[src/rtl/mem_access_unit.sv]
// Memory-stage access controller: turns EX/MEM load/store controls into a single
// outstanding req/ack bus transaction, stalls the pipeline and extends load data.
module mem_access_unit #(
    parameter int unsigned TIMEOUT = 255,
    parameter int unsigned CNT_W   = 8
) (
    input  logic        clk,
    input  logic        reset,
    input  logic        exmem_mem_r,
    input  logic        exmem_mem_w,
    input  logic [31:0] exmem_alu_res,
    input  logic [31:0] exmem_rt_data,
    input  logic [3:0]  mem_byte_w_en,
    input  logic [2:0]  exmem_load_sel,
    input  logic [2:0]  exmem_store_sel,
    input  logic        exmem_hold,
    output logic        bus_req,
    output logic        bus_we,
    output logic [31:0] bus_addr,
    output logic [31:0] bus_wdata,
    output logic [3:0]  bus_be,
    input  logic        bus_ack,
    input  logic [31:0] bus_rdata,
    output logic        mem_stall,
    output logic [31:0] load_data,
    output logic        addr_err_l,
    output logic        addr_err_s,
    output logic        bus_err
);

    localparam logic [2:0] LD_LB  = 3'd1;
    localparam logic [2:0] LD_LBU = 3'd2;
    localparam logic [2:0] LD_LH  = 3'd3;
    localparam logic [2:0] LD_LHU = 3'd4;
    localparam logic [2:0] ST_SB  = 3'd1;
    localparam logic [2:0] ST_SH  = 3'd2;

    typedef enum logic [1:0] {
        IDLE = 2'd0,
        REQ  = 2'd1,
        DONE = 2'd2
    } state_t;

    state_t           state, state_nxt;
    logic [CNT_W-1:0] cnt, cnt_nxt;
    logic [2:0]       lsel_q, lsel_nxt;
    logic [1:0]       off_q, off_nxt;
    logic             bus_req_nxt, bus_we_nxt, bus_err_nxt;
    logic [31:0]      bus_addr_nxt, bus_wdata_nxt, load_data_nxt;
    logic [3:0]       bus_be_nxt;

    logic             ld_mis, st_mis, access, aligned_access;
    logic [7:0]       rd_byte;
    logic [15:0]      rd_half;
    logic [31:0]      rd_ext;

    // Alignment decode; a store wins when both controls are set.
    always_comb begin
        ld_mis = |exmem_alu_res[1:0];
        st_mis = |exmem_alu_res[1:0];
        case (exmem_load_sel)
            LD_LB, LD_LBU: ld_mis = 1'b0;
            LD_LH, LD_LHU: ld_mis = exmem_alu_res[0];
            default:       ld_mis = |exmem_alu_res[1:0];
        endcase
        case (exmem_store_sel)
            ST_SB:   st_mis = 1'b0;
            ST_SH:   st_mis = exmem_alu_res[0];
            default: st_mis = |exmem_alu_res[1:0];
        endcase
    end

    assign access         = exmem_mem_r | exmem_mem_w;
    assign addr_err_s     = exmem_mem_w & st_mis;
    assign addr_err_l     = exmem_mem_r & ~exmem_mem_w & ld_mis;
    assign aligned_access = access & ~(exmem_mem_w ? st_mis : ld_mis);
    assign mem_stall      = ((state == IDLE) & aligned_access) | (state == REQ);

    // Little-endian lane select and extension from the latched access info.
    always_comb begin
        rd_byte = bus_rdata[{off_q, 3'b000} +: 8];
        rd_half = off_q[1] ? bus_rdata[31:16] : bus_rdata[15:0];
        case (lsel_q)
            LD_LB:   rd_ext = {{24{rd_byte[7]}}, rd_byte};
            LD_LBU:  rd_ext = {24'h000000, rd_byte};
            LD_LH:   rd_ext = {{16{rd_half[15]}}, rd_half};
            LD_LHU:  rd_ext = {16'h0000, rd_half};
            default: rd_ext = bus_rdata;
        endcase
    end

    always_comb begin
        state_nxt     = state;
        cnt_nxt       = cnt;
        lsel_nxt      = lsel_q;
        off_nxt       = off_q;
        bus_req_nxt   = 1'b0;
        bus_we_nxt    = bus_we;
        bus_addr_nxt  = bus_addr;
        bus_wdata_nxt = bus_wdata;
        bus_be_nxt    = bus_be;
        load_data_nxt = load_data;
        bus_err_nxt   = bus_err;
        case (state)
            IDLE: begin
                cnt_nxt = '0;
                if (aligned_access) begin
                    bus_we_nxt    = exmem_mem_w;
                    bus_addr_nxt  = {exmem_alu_res[31:2], 2'b00};
                    bus_wdata_nxt = exmem_rt_data;
                    bus_be_nxt    = exmem_mem_w ? mem_byte_w_en : 4'hF;
                    lsel_nxt      = exmem_load_sel;
                    off_nxt       = exmem_alu_res[1:0];
                    bus_err_nxt   = 1'b0;
                    bus_req_nxt   = 1'b1;
                    state_nxt     = REQ;
                end
            end
            REQ: begin
                // Ack takes precedence over a timeout landing in the same cycle.
                if (bus_ack) begin
                    if (!bus_we) begin
                        load_data_nxt = rd_ext;
                    end
                    state_nxt = DONE;
                end else if (cnt == CNT_W'(TIMEOUT - 1)) begin
                    bus_err_nxt   = 1'b1;
                    load_data_nxt = '0;
                    state_nxt     = DONE;
                end else begin
                    cnt_nxt     = cnt + CNT_W'(1);
                    bus_req_nxt = 1'b1;
                end
            end
            DONE: begin
                if (!exmem_hold) begin
                    state_nxt = IDLE;
                end
            end
            default: state_nxt = IDLE;
        endcase
    end

    always_ff @(posedge clk or negedge reset) begin
        if (!reset) begin
            state     <= IDLE;
            cnt       <= '0;
            lsel_q    <= '0;
            off_q     <= '0;
            bus_req   <= 1'b0;
            bus_we    <= 1'b0;
            bus_addr  <= '0;
            bus_wdata <= '0;
            bus_be    <= '0;
            load_data <= '0;
            bus_err   <= 1'b0;
        end else begin
            state     <= state_nxt;
            cnt       <= cnt_nxt;
            lsel_q    <= lsel_nxt;
            off_q     <= off_nxt;
            bus_req   <= bus_req_nxt;
            bus_we    <= bus_we_nxt;
            bus_addr  <= bus_addr_nxt;
            bus_wdata <= bus_wdata_nxt;
            bus_be    <= bus_be_nxt;
            load_data <= load_data_nxt;
            bus_err   <= bus_err_nxt;
        end
    end

endmodule

[config.mk]
export PLATFORM = sky130hd
export DESIGN_NAME = mem_access_unit
export DESIGN_NICKNAME = d
export VERILOG_FILES = /design/src/rtl/mem_access_unit.sv
export SDC_FILE = /design/constraint.sdc
export NUM_CORES = 1
export LEC_CHECK = 0
export BUFFER_PORTS_ARGS = -buffer_cell sky130_fd_sc_hd__buf_4
export CAP_MARGIN = 20
export CORE_ASPECT_RATIO = 1.2
export CORE_MARGIN = 8
export CORE_UTILIZATION = 46
export DETAILED_ROUTE_END_ITERATION = 16
export GPL_TIMING_DRIVEN = 0
export PLACE_DENSITY = 0.76
export REMOVE_ABC_BUFFERS = 1
export SLEW_MARGIN = 10
export SYNTH_ARGS = -nofsm -noshare
export SYNTH_HDL_FRONTEND = slang
export SYNTH_SLANG_ARGS = --single-unit
[constraint.sdc]
create_clock -name clk -period 2.26 [get_ports clk]
set_input_delay 0.452 -clock clk [delete_from_list [all_inputs] [get_ports clk]]
set_output_delay 0.452 -clock clk [all_outputs]
set_load 0.02 [all_outputs]
==> out/metrics.csv, run 1 <==
stage;metric;value;unit
sta;Fmax;0.4515;GHz
clocking;TritonCTS clock tree;built;
grt;Total GRT Usage;0.2237;
sta;fin crit share;0.9800;
clocking;Clk Latency, worst-skew pair;0.40;ns
floorplan;Initial Util;0.4737;
routing;final WL;17.43;mm
floorplan;Die W;115.6;microns
power;LEAKAGE;3.635;nW
logic_synthesis;synthesized flop and latch total;116;
grt;first-pass GRT wire length;27.09;mm
floorplan;# IOs;218;
logic_synthesis;Synth Instances;493;
grt;GRT overflow;0;
sta;Slew Viols, Final;0;
logic_synthesis;synthesized area;5479;sq um
finish;share of layout cells above drive strength 1;0.4867;
sta;final setup fails;0;
placed_design;detailed-placement wirelength estimate;12.82;mm
logic_synthesis;Synthesis Warnings;0;
placed_design;IO Port Bufs;215;
clocking;clock buffer depth;2;
logic_synthesis;post-synth top area share;0.5298;
power;pwr dens;1534;nW/um^2
worst_setup_path;CP Data Required Time;1.81;ns
routing;vias per std cell;5.430;
sta;Slew @ Worst Pin;0.6039;ns
worst_setup_path;crit path DAT;1.76;ns
placed_design;GPL Wtd Cong;0.8222;
finish;area growth from synthesis to layout;45.10;%
worst_setup_path;CP Class;in2out;
finish;Nets;817;
sta;crit path time final;2.215;ns
run_status;status;completed;
flow_run;max-cap violations;0;
clocking;root cell of the clock tree;clkbuf_16;
clocking;H-tree depth;4;
routing;initial DRC count;359;
grt;initial antenna violation count;1;
sta;Hold Fails Final Rpt;0;
power;maximum vdd drop;0.9170;mV
clocking;clock sink count;116;
sta;Max transition margin;0.5954;
floorplan;core area;11570;sq um
logic_synthesis;Post-synth EDFFs;0;
routing;vias post-DR;4735;
logic_synthesis;top cells by area, synth;dfrtp_1 53%, mux2_2 15%, nand2_1 3.3%;
sta;final worst clock skew;0.008208;ns
logic_synthesis;Avg Synthesized Cell Area;11.11;sq um
grt;vias in the first global route;5183;
floorplan;# rows;43;
worst_setup_path;FF-to-FF path depth;5;
routing;First-pass DRT Iterations;4;
logic_synthesis;sequential-to-total area share from yosys stat;0.5298;
clocking;cts bufs inserted;17;
floorplan;Die Ht;135.6;microns
grt;largest net degree at the start of global routing;86;
finish;Util after Layout;0.6873;
sta;final worst slack;0.04518;ns
placed_design;dpl ws;-0.7808;ns
routing;antenna viol nets, final;0;
finish;n_diodes;0;
clocking;clock slew seen by the registers of the worst setup and hold paths;0.05;ns
routing;drt wl/cell;19.98;microns
worst_setup_path;Critical Path Start Type;input port;
routing;number of remaining DRC errors;0;
hold_path;Worst Hold Class;in2reg;
logic_synthesis;ys flop type;dfrtp_1;
logic_synthesis;FFs w/ async S/R, synth;1.000;
floorplan;Die ar.;15670;sq um
worst_setup_path;worst-path fanout max;15;
worst_setup_path;CP endpoint kind;output port;
logic_synthesis;area leader, netlist;dfrtp_1;
logic_synthesis;Yosys cell types;50;
hold_path;WHS Path Cells;2;
-- cell usage in the layout, fill, tap and decap left out, drive strengths merged, types with 2 or more instances in the layout --
cell      synthesis  routed
nor2             30      30
mux2i             2       2
clkinv            0       4
nor3              2       2
nor4              2       2
nand3            10      10
o311a             2       2
xnor2             6       6
a221oi            7       7
clkinvlp          0       2
nand2b           12      12
nor2b             4       4
o22a              4       4
o211ai            7       7
o21ai            58      58
a211oi           10      10
mux2             75      75
o221ai            2       2
clkbuf           14      23
or4bb             8       8
ha                2       2
nand2            48      48
conb              1       2
bufinv            0       2
dfrtp           116     116
buf              22     223
a21oi            10      10
xor2              3       3
nor3b            11      11
inv               6       7
o22ai             2       2
-- layer usage --
layer	vias to the layer above	track usage	share of wire
li1	2185	-	-
met1	2311	0.2376	0.35
met2	221	0.3673	0.50
met3	16	0.1307	0.14
met4	2	0.06643	0.011
met5	-	0	0.00098
-- per-stage QoR --
stage	setup TNS [ns]	power [mW]	cell area, sq um	hold WS, ns	cells
global placement	-163.79	9.207	7118	0.4622	830
CTS	0	12.22	7889	0.2459	869
detailed placement	-20.28	9.483	7229	0.3575	834
finish	0	12.19	7950	0.2628	872
global route	-0.01505	12.92	7950	0.2563	872
floorplan	-75.06	6.938	5308	0.1564	458
-- worst max-delay path: stages --
cell and delay [ns]:
buf_4 0.13, and3_1 0.20, nor4b_2 0.30, o311a_4 0.26, buf_16 0.17, nand2b_1 0.11
buf_4 0.14
-- power breakdown --
part | switching [mW] | internal (mW) | total (mW)
combinational | 3.11 | 2.69 | 5.80
sequential | 0.765 | 3.03 | 3.80
clock | 0.925 | 1.67 | 2.59
-- kinds of logic (layout without fill, tap and decap cells) --
group                    after synthesis  after routing  synth area share
AO/OA/AOI/OAI                        108            108            0.1208
adder cells (fa/ha/maj)                2              2          0.004567
other                                  1              2         0.0006844
AND/OR/NAND/NOR                      137            137            0.1318
multiplexers                          78             78            0.1619
buffers and inverters                 42            263           0.03608
flip-flops                           116            116            0.5298
XOR/XNOR                               9              9           0.01439
-- layout make-up --
type	instances	area [sq um]
fill	891	3617
sequential	116	2912
multi-input combinational	336	2447
timing repair buffer	226	1804
clock buffer	22	464.2
tap	157	196.4
clock inverter	9	103.9
inverter	6	22.52
-- state kept, by name (all words and copies together) (netlist names) --
name and cells:
cnt 8, state 2, off_q 2, lsel_q 3
bus_be 4, bus_addr 30, bus_err 1, bus_req 1
load_data 32, bus_wdata 32, bus_we 1
-- synth_stat cells, drive strengths merged (2+ instances only) --
cell,number
nand3,10
nor2,30
xnor2,6
dfrtp,116
nand2,48
ha,2
mux2i,2
o221ai,2
nor4,2
a221oi,7
o22a,4
nor2b,4
mux2,75
buf,22
o21ai,58
o22ai,2
inv,6
nor3,2
o211ai,7
a21oi,10
clkbuf,14
o311a,2
a211oi,10
nor3b,11
xor2,3
nand2b,12
or4bb,8
-- path summary, 6_finish.rpt --
path                                         from             to  slack, ns
max in group asynchronous                   reset   bus_wdata[9]       1.03
min in group asynchronous                   reset  load_data[30]       0.51
worst max register to register          lsel_q[2]   load_data[0]       0.16
worst min-delay path             mem_byte_w_en[2]      bus_be[2]       0.26
worst max-delay path            exmem_load_sel[1]      mem_stall       0.05
worst min register to register      load_data[17]  load_data[17]       0.48
-- what timing repair did --
| action | CTS | global route |
|---|---|---|
| hold buffers | 1 | 0 |
| hold endpoints to repair | 31 | 0 |
| endpoints found under the setup margin | 32 | 24 |
| cloned | 1 | 1 |
| resized for setup | 11 | 6 |
| pin swaps | 1 | 1 |
| setup buffers | 2 | 2 |
No activity file was read; power rests on OpenSTA's default activity.
==> inputs of run 2 (changes only) <==
--- a/config.mk
+++ b/config.mk
@@ -11,7 +11,6 @@
 export CORE_MARGIN = 8
 export CORE_UTILIZATION = 46
 export DETAILED_ROUTE_END_ITERATION = 16
-export GPL_TIMING_DRIVEN = 0
 export PLACE_DENSITY = 0.76
 export REMOVE_ABC_BUFFERS = 1
 export SLEW_MARGIN = 10
==> run 2 against run 1 <==
Core utilization fell by 0.12 points; via count down 1.2%; total power about the same; global-route usage fell by 0.89 points; largest power group unchanged; critical path depth is 1 lower; worst hold slack worse by 0.24 ns; clock skew hardly changed; die area did not move; critical path type unchanged.
==> out/metrics.csv, run 2 (synthesis results as in run 1) <==
stage;metric;value;unit
run_status;status;completed;
grt;largest net degree at the start of global routing;77;
worst_setup_path;Critical Path Start Type;input port;
sta;Slew @ Worst Pin;0.5756;ns
finish;most common cell after layout, fill and taps aside;buf_4;
clocking;root cell of the clock tree;clkbuf_16;
routing;final WL;16.61;mm
clocking;TritonCTS clock tree;built;
routing;vias post-DR;4676;
sta;Slew Viols, Final;0;
clocking;clock sink count;116;
floorplan;core area;11570;sq um
floorplan;# rows;43;
power;maximum vdd drop;1.055;mV
routing;antenna viol nets, final;0;
worst_setup_path;CP Data Required Time;1.81;ns
finish;area taken by multi-input logic gates;2405;sq um
grt;GRT overflow;0;
clocking;H-tree depth;4;
finish;final instance area;7936;sq um
floorplan;# IOs;218;
worst_setup_path;worst-path fanout max;4;
finish;final non-filler cell total;882;
worst_setup_path;crit path launch;exmem_load_sel[1];
clocking;cts bufs inserted;17;
floorplan;Initial Util;0.4737;
finish;share of layout cells above drive strength 1;0.4793;
clocking;clock slew seen by the registers of the worst setup and hold paths;0.06;ns
worst_setup_path;Worst R2R End;load_data[2];
worst_setup_path;CP Class;in2out;
power;pwr dens;1535;nW/um^2
finish;fillers;899;
placed_design;placed cells;849;
clocking;clock buffer depth;2;
finish;FF/Latch Area;2903;sq um
grt;first-pass GRT wire length;26.15;mm
power;LEAKAGE;3.657;nW
sta;final setup fails;0;
routing;vias per std cell;5.302;
sta;Setup TNS;0;ns
grt;Total GRT Usage;0.2148;
finish;biggest regs;bus_wdata: 32 flops, load_data: 32 flops, bus_addr: 30 flops;
floorplan;Die W;115.6;microns
sta;Hold Fails Final Rpt;0;
grt;vias in the first global route;5013;
clocking;Clk Latency, worst-skew pair;0.40;ns
routing;drt wl/cell;18.83;microns
routing;number of remaining DRC errors;0;
sta;Fmax;0.4663;GHz
sta;fin crit share;0.9489;
sta;crit path time final;2.144;ns
worst_setup_path;R2R Path Start;off_q[1];
placed_design;IO Port Bufs;215;
finish;Nets;825;
sta;Max transition margin;0.6146;
placed_design;GPL Wtd Cong;0.8119;
hold_path;Worst Hold Class;in2async;
worst_setup_path;r2r setup slk;0.30;ns
clocking;hold_buf cts;0;
worst_setup_path;crit path DAT;1.69;ns
placed_design;Placement Cell Area;7341;sq um
routing;First-pass DRT Iterations;4;
routing;initial DRC count;248;
finish;area growth from synthesis to layout;44.85;%
sta;RSZ-0062 raised after global routing;false;
clocking;Resized cells post-CTS;0;
worst_setup_path;FF-to-FF path depth;6;
sta;final worst clock skew;0.008234;ns
flow_run;max-cap violations;0;
worst_setup_path;CP endpoint kind;output port;
grt;initial antenna violation count;0;
worst_setup_path;Critical Path End;mem_stall;
finish;most frequent cells in the layout;229 x buf_4, 116 x dfrtp_1, 75 x mux2_2;
floorplan;Die ar.;15670;sq um
placed_design;detailed-placement wirelength estimate;12.94;mm
floorplan;Die Ht;135.6;microns
clocking;setup bufs post-CTS;0;
## run 2: cell count changes in the layout (fill, tap and decap cells not counted), moves of 3 or more
cell and change:
clkinv_4 +5, buf_12 +4, buf_4 +12, clkbuf_1 -3, dfrtp_1 +5, dfrtp_2 -4
## run 2: how the worst min path moves through the flow
stage / startpoint / endpoint / slack, ns / cells after the start
4_1_cts: reset / load_data[30] / 0.02 / 2
6_report: reset / load_data[30] / 0.02 / 2
2_1_floorplan: reset / bus_addr[10] / 0.16 / 0
3_5_place_dp: reset / load_data[28] / 0.45 / 2
5_1_grt: reset / load_data[20] / 0.04 / 2
3_3_place_gp: reset / load_data[22] / 0.45 / 2
## run 2: metal layers
metal	vias to the layer above	global-route usage	share of wire
met5	-	0	0
met1	2269	0.2323	0.37
met2	187	0.3456	0.48
met4	0	0.06282	0.012
met3	14	0.1293	0.14
li1	2206	-	-
## run 2: where the power goes
group,total (mW),internal [mW],switching [mW]
Sequential,3.62,3.02,0.593
Combinational,5.92,2.68,3.24
Clock,2.65,1.66,0.988
Total,12.2,7.36,4.82
## run 2: metrics by stage
| stage | power (mW) | hold slack [ns] | util | setup WS, ns |
|---|---|---|---|---|
| floorplan | 6.938 | 0.1564 | - | -1.241 |
| global placement | 9.386 | 0.4490 | 0.6333 | 0.1469 |
| detailed placement | 9.583 | 0.4528 | 0.6346 | 0.04417 |
| CTS | 12.29 | 0.02324 | 0.6859 | 0.1102 |
| global route | 12.90 | 0.03602 | 0.6859 | 0.04051 |
| finish | 12.18 | 0.02358 | 0.6861 | 0.1156 |
## run 2: layout make-up
class	instances	share of cell area
repair buffers	234	0.2286
well taps	157	0.02475
clock buffers	18	0.05534
inverters	6	0.002838
multi-input cells	336	0.3030
clock inverters	14	0.01939
flip-flops and latches	116	0.3658
diodes	1	0.0003153
## run 2: critical path, cell delays in order
cell	delay, ns
buf_4	0.12
and3_1	0.18
nor4b_1	0.39
o311a_4	0.25
nand2b_1	0.14
buf_4	0.15
==> inputs of run 3 (changes only) <==
==> constraint.sdc (replaced) <==
create_clock -name clk -period 2.55 [get_ports clk]
set_input_delay 0.51 -clock clk [delete_from_list [all_inputs] [get_ports clk]]
set_output_delay 0.51 -clock clk [all_outputs]
set_load 0.02 [all_outputs]
==> run 3 against run 2 <==
Final cell count decreased by 0.57%; non-clock buffer count decreased by 4; count of clock-buffer cells in the layout unchanged; register-to-register slack improved by 0.23 ns; critical endpoint unchanged.
==> out/metrics.csv, run 3 (synthesis results as in run 1) <==
stage;metric;value;unit
run_status;status;completed;
routing;number of remaining DRC errors;0;
worst_setup_path;CP Data Required Time;2.04;ns
floorplan;Die Ht;135.6;microns
worst_setup_path;CP max stage delay;0.32;ns
sta;fin crit share;0.9064;
clocking;clock buffer depth;2;
clocking;root cell of the clock tree;clkbuf_16;
sta;Max transition margin;0.4735;
finish;most frequent cells in the layout;227 x buf_4, 116 x dfrtp_1, 75 x mux2_2;
sta;Hold Fails Final Rpt;0;
worst_setup_path;Critical Path Start Type;input port;
sta;RSZ-0062 raised after global routing;false;
finish;share of layout cells above drive strength 1;0.4750;
grt;first-pass GRT wire length;26.45;mm
finish;area taken by multi-input logic gates;2405;sq um
clocking;TritonCTS clock tree;built;
finish;FF/Latch Area;2903;sq um
sta;Fmax;0.4326;GHz
finish;final instance area;7940;sq um
sta;final worst clock skew;0.009002;ns
clocking;clock slew seen by the registers of the worst setup and hold paths;0.05;ns
finish;most common cell after layout, fill and taps aside;buf_4;
grt;initial antenna violation count;0;
finish;biggest regs;bus_wdata: 32 flops, load_data: 32 flops, bus_addr: 30 flops;
sta;Slew Viols, Final;0;
worst_setup_path;CP max stage cell;o311a_4;
placed_design;detailed-placement wirelength estimate;12.72;mm
worst_setup_path;crit path DAT;1.80;ns
placed_design;IO Port Bufs;215;
sta;crit path time final;2.311;ns
worst_setup_path;critical path, cell by cell;buf_4 -> nor2_1 -> a21boi_1 -> nor3b_1 -> o311a_4 -> nand2b_1 -> buf_4;
worst_setup_path;Worst R2R End;load_data[2];
routing;drt wl/cell;19.09;microns
placed_design;Placement Cell Area;7286;sq um
worst_setup_path;FF-to-FF path depth;6;
routing;final WL;16.74;mm
routing;antenna viol nets, final;0;
routing;First-pass DRT Iterations;5;
worst_setup_path;worst-path fanout max;10;
finish;fillers;892;
finish;area growth from synthesis to layout;44.92;%
grt;largest net degree at the start of global routing;117;
clocking;hold_buf cts;0;
clocking;H-tree depth;4;
grt;GRT overflow;0;
finish;Nets;821;
power;LEAKAGE;3.663;nW
grt;Total GRT Usage;0.2178;
sta;Setup TNS;0;ns
clocking;cts bufs inserted;17;
worst_setup_path;r2r setup slk;0.53;ns
clocking;Resized cells post-CTS;0;
finish;Util after Layout;0.6864;
floorplan;Die W;115.6;microns
floorplan;Initial Util;0.4737;
sta;Slew @ Worst Pin;0.7860;ns
clocking;setup bufs post-CTS;0;
power;pwr dens;1392;nW/um^2
sta;hold slack;0.1648;ns
finish;n_diodes;0;
floorplan;# rows;43;
routing;vias per std cell;5.284;
worst_setup_path;CP Class;in2out;
worst_setup_path;CP endpoint kind;output port;
floorplan;# IOs;218;
clocking;clock sink count;116;
placed_design;GPL Wtd Cong;0.8078;
sta;final setup fails;0;
grt;vias in the first global route;5024;
routing;initial DRC count;214;
hold_path;Worst Hold Class;in2async;
floorplan;Die ar.;15670;sq um
clocking;Clk Latency, worst-skew pair;0.41;ns
routing;vias post-DR;4634;
worst_setup_path;R2R Path Start;off_q[1];
floorplan;core area;11570;sq um
flow_run;max-cap violations;0;
power;maximum vdd drop;0.7603;mV
worst_setup_path;CP dominant cell by count;buf_4;
[run 3: cell count changes in the layout (fill, tap and decap cells not counted), sizes merged]
| cell | previous run | this run |
|---|---|---|
| diode | 1 | 0 |
| clkinvlp | 3 | 0 |
| buf | 234 | 230 |
| bufinv | 2 | 5 |
[run 3: through the flow]
step / instances / power, mW / setup slack, ns
global route: 877 / 11.72 / 0.1205
floorplan: 458 / 6.149 / -1.067
detailed placement: 845 / 8.480 / 0.2501
CTS: 877 / 11.17 / 0.2454
finish: 877 / 11.05 / 0.2386
global placement: 844 / 8.323 / 0.2799
[run 3: layer usage]
layer,GRT usage,share of wire,up-vias
li1,-,-,2189
met1,0.2374,0.36,2224
met2,0.3466,0.48,201
met3,0.1222,0.14,20
met4,0.08231,0.016,0
met5,0,0,-
[run 3: final cells by class]
type	count	area share
clock buffer	18	0.05405
inverter	6	0.002836
timing repair buffer	230	0.2216
multi-input combinational	336	0.3029
clock inverter	14	0.02836
sequential	116	0.3656
tap	157	0.02474
[run 3: critical path: cells and delay by family]
kind,cells,cell delay [ns]
AND/OR/NAND/NOR,3,0.59
AO/OA/AOI/OAI,2,0.43
buffers and inverters,2,0.27
[run 3: worst max-delay path by stage]
| stage | from | end | cells past startpoint | slack, ns |
|---|---|---|---|---|
| finish | exmem_load_sel[0] | mem_stall | 7 | 0.24 |
| floorplan | exmem_load_sel[1] | mem_stall | 4 | -1.07 |
| global placement | exmem_load_sel[1] | mem_stall | 6 | 0.28 |
| CTS | exmem_load_sel[0] | mem_stall | 7 | 0.25 |
| detailed placement | exmem_load_sel[1] | mem_stall | 6 | 0.25 |
| global route | exmem_load_sel[1] | mem_stall | 6 | 0.12 |
[run 3: report_power, final]
group | switching [mW] | internal, mW
clock | 0.889 | 1.75
sequential | 0.580 | 2.68
combinational | 2.81 | 2.35
total | 4.28 | 6.77
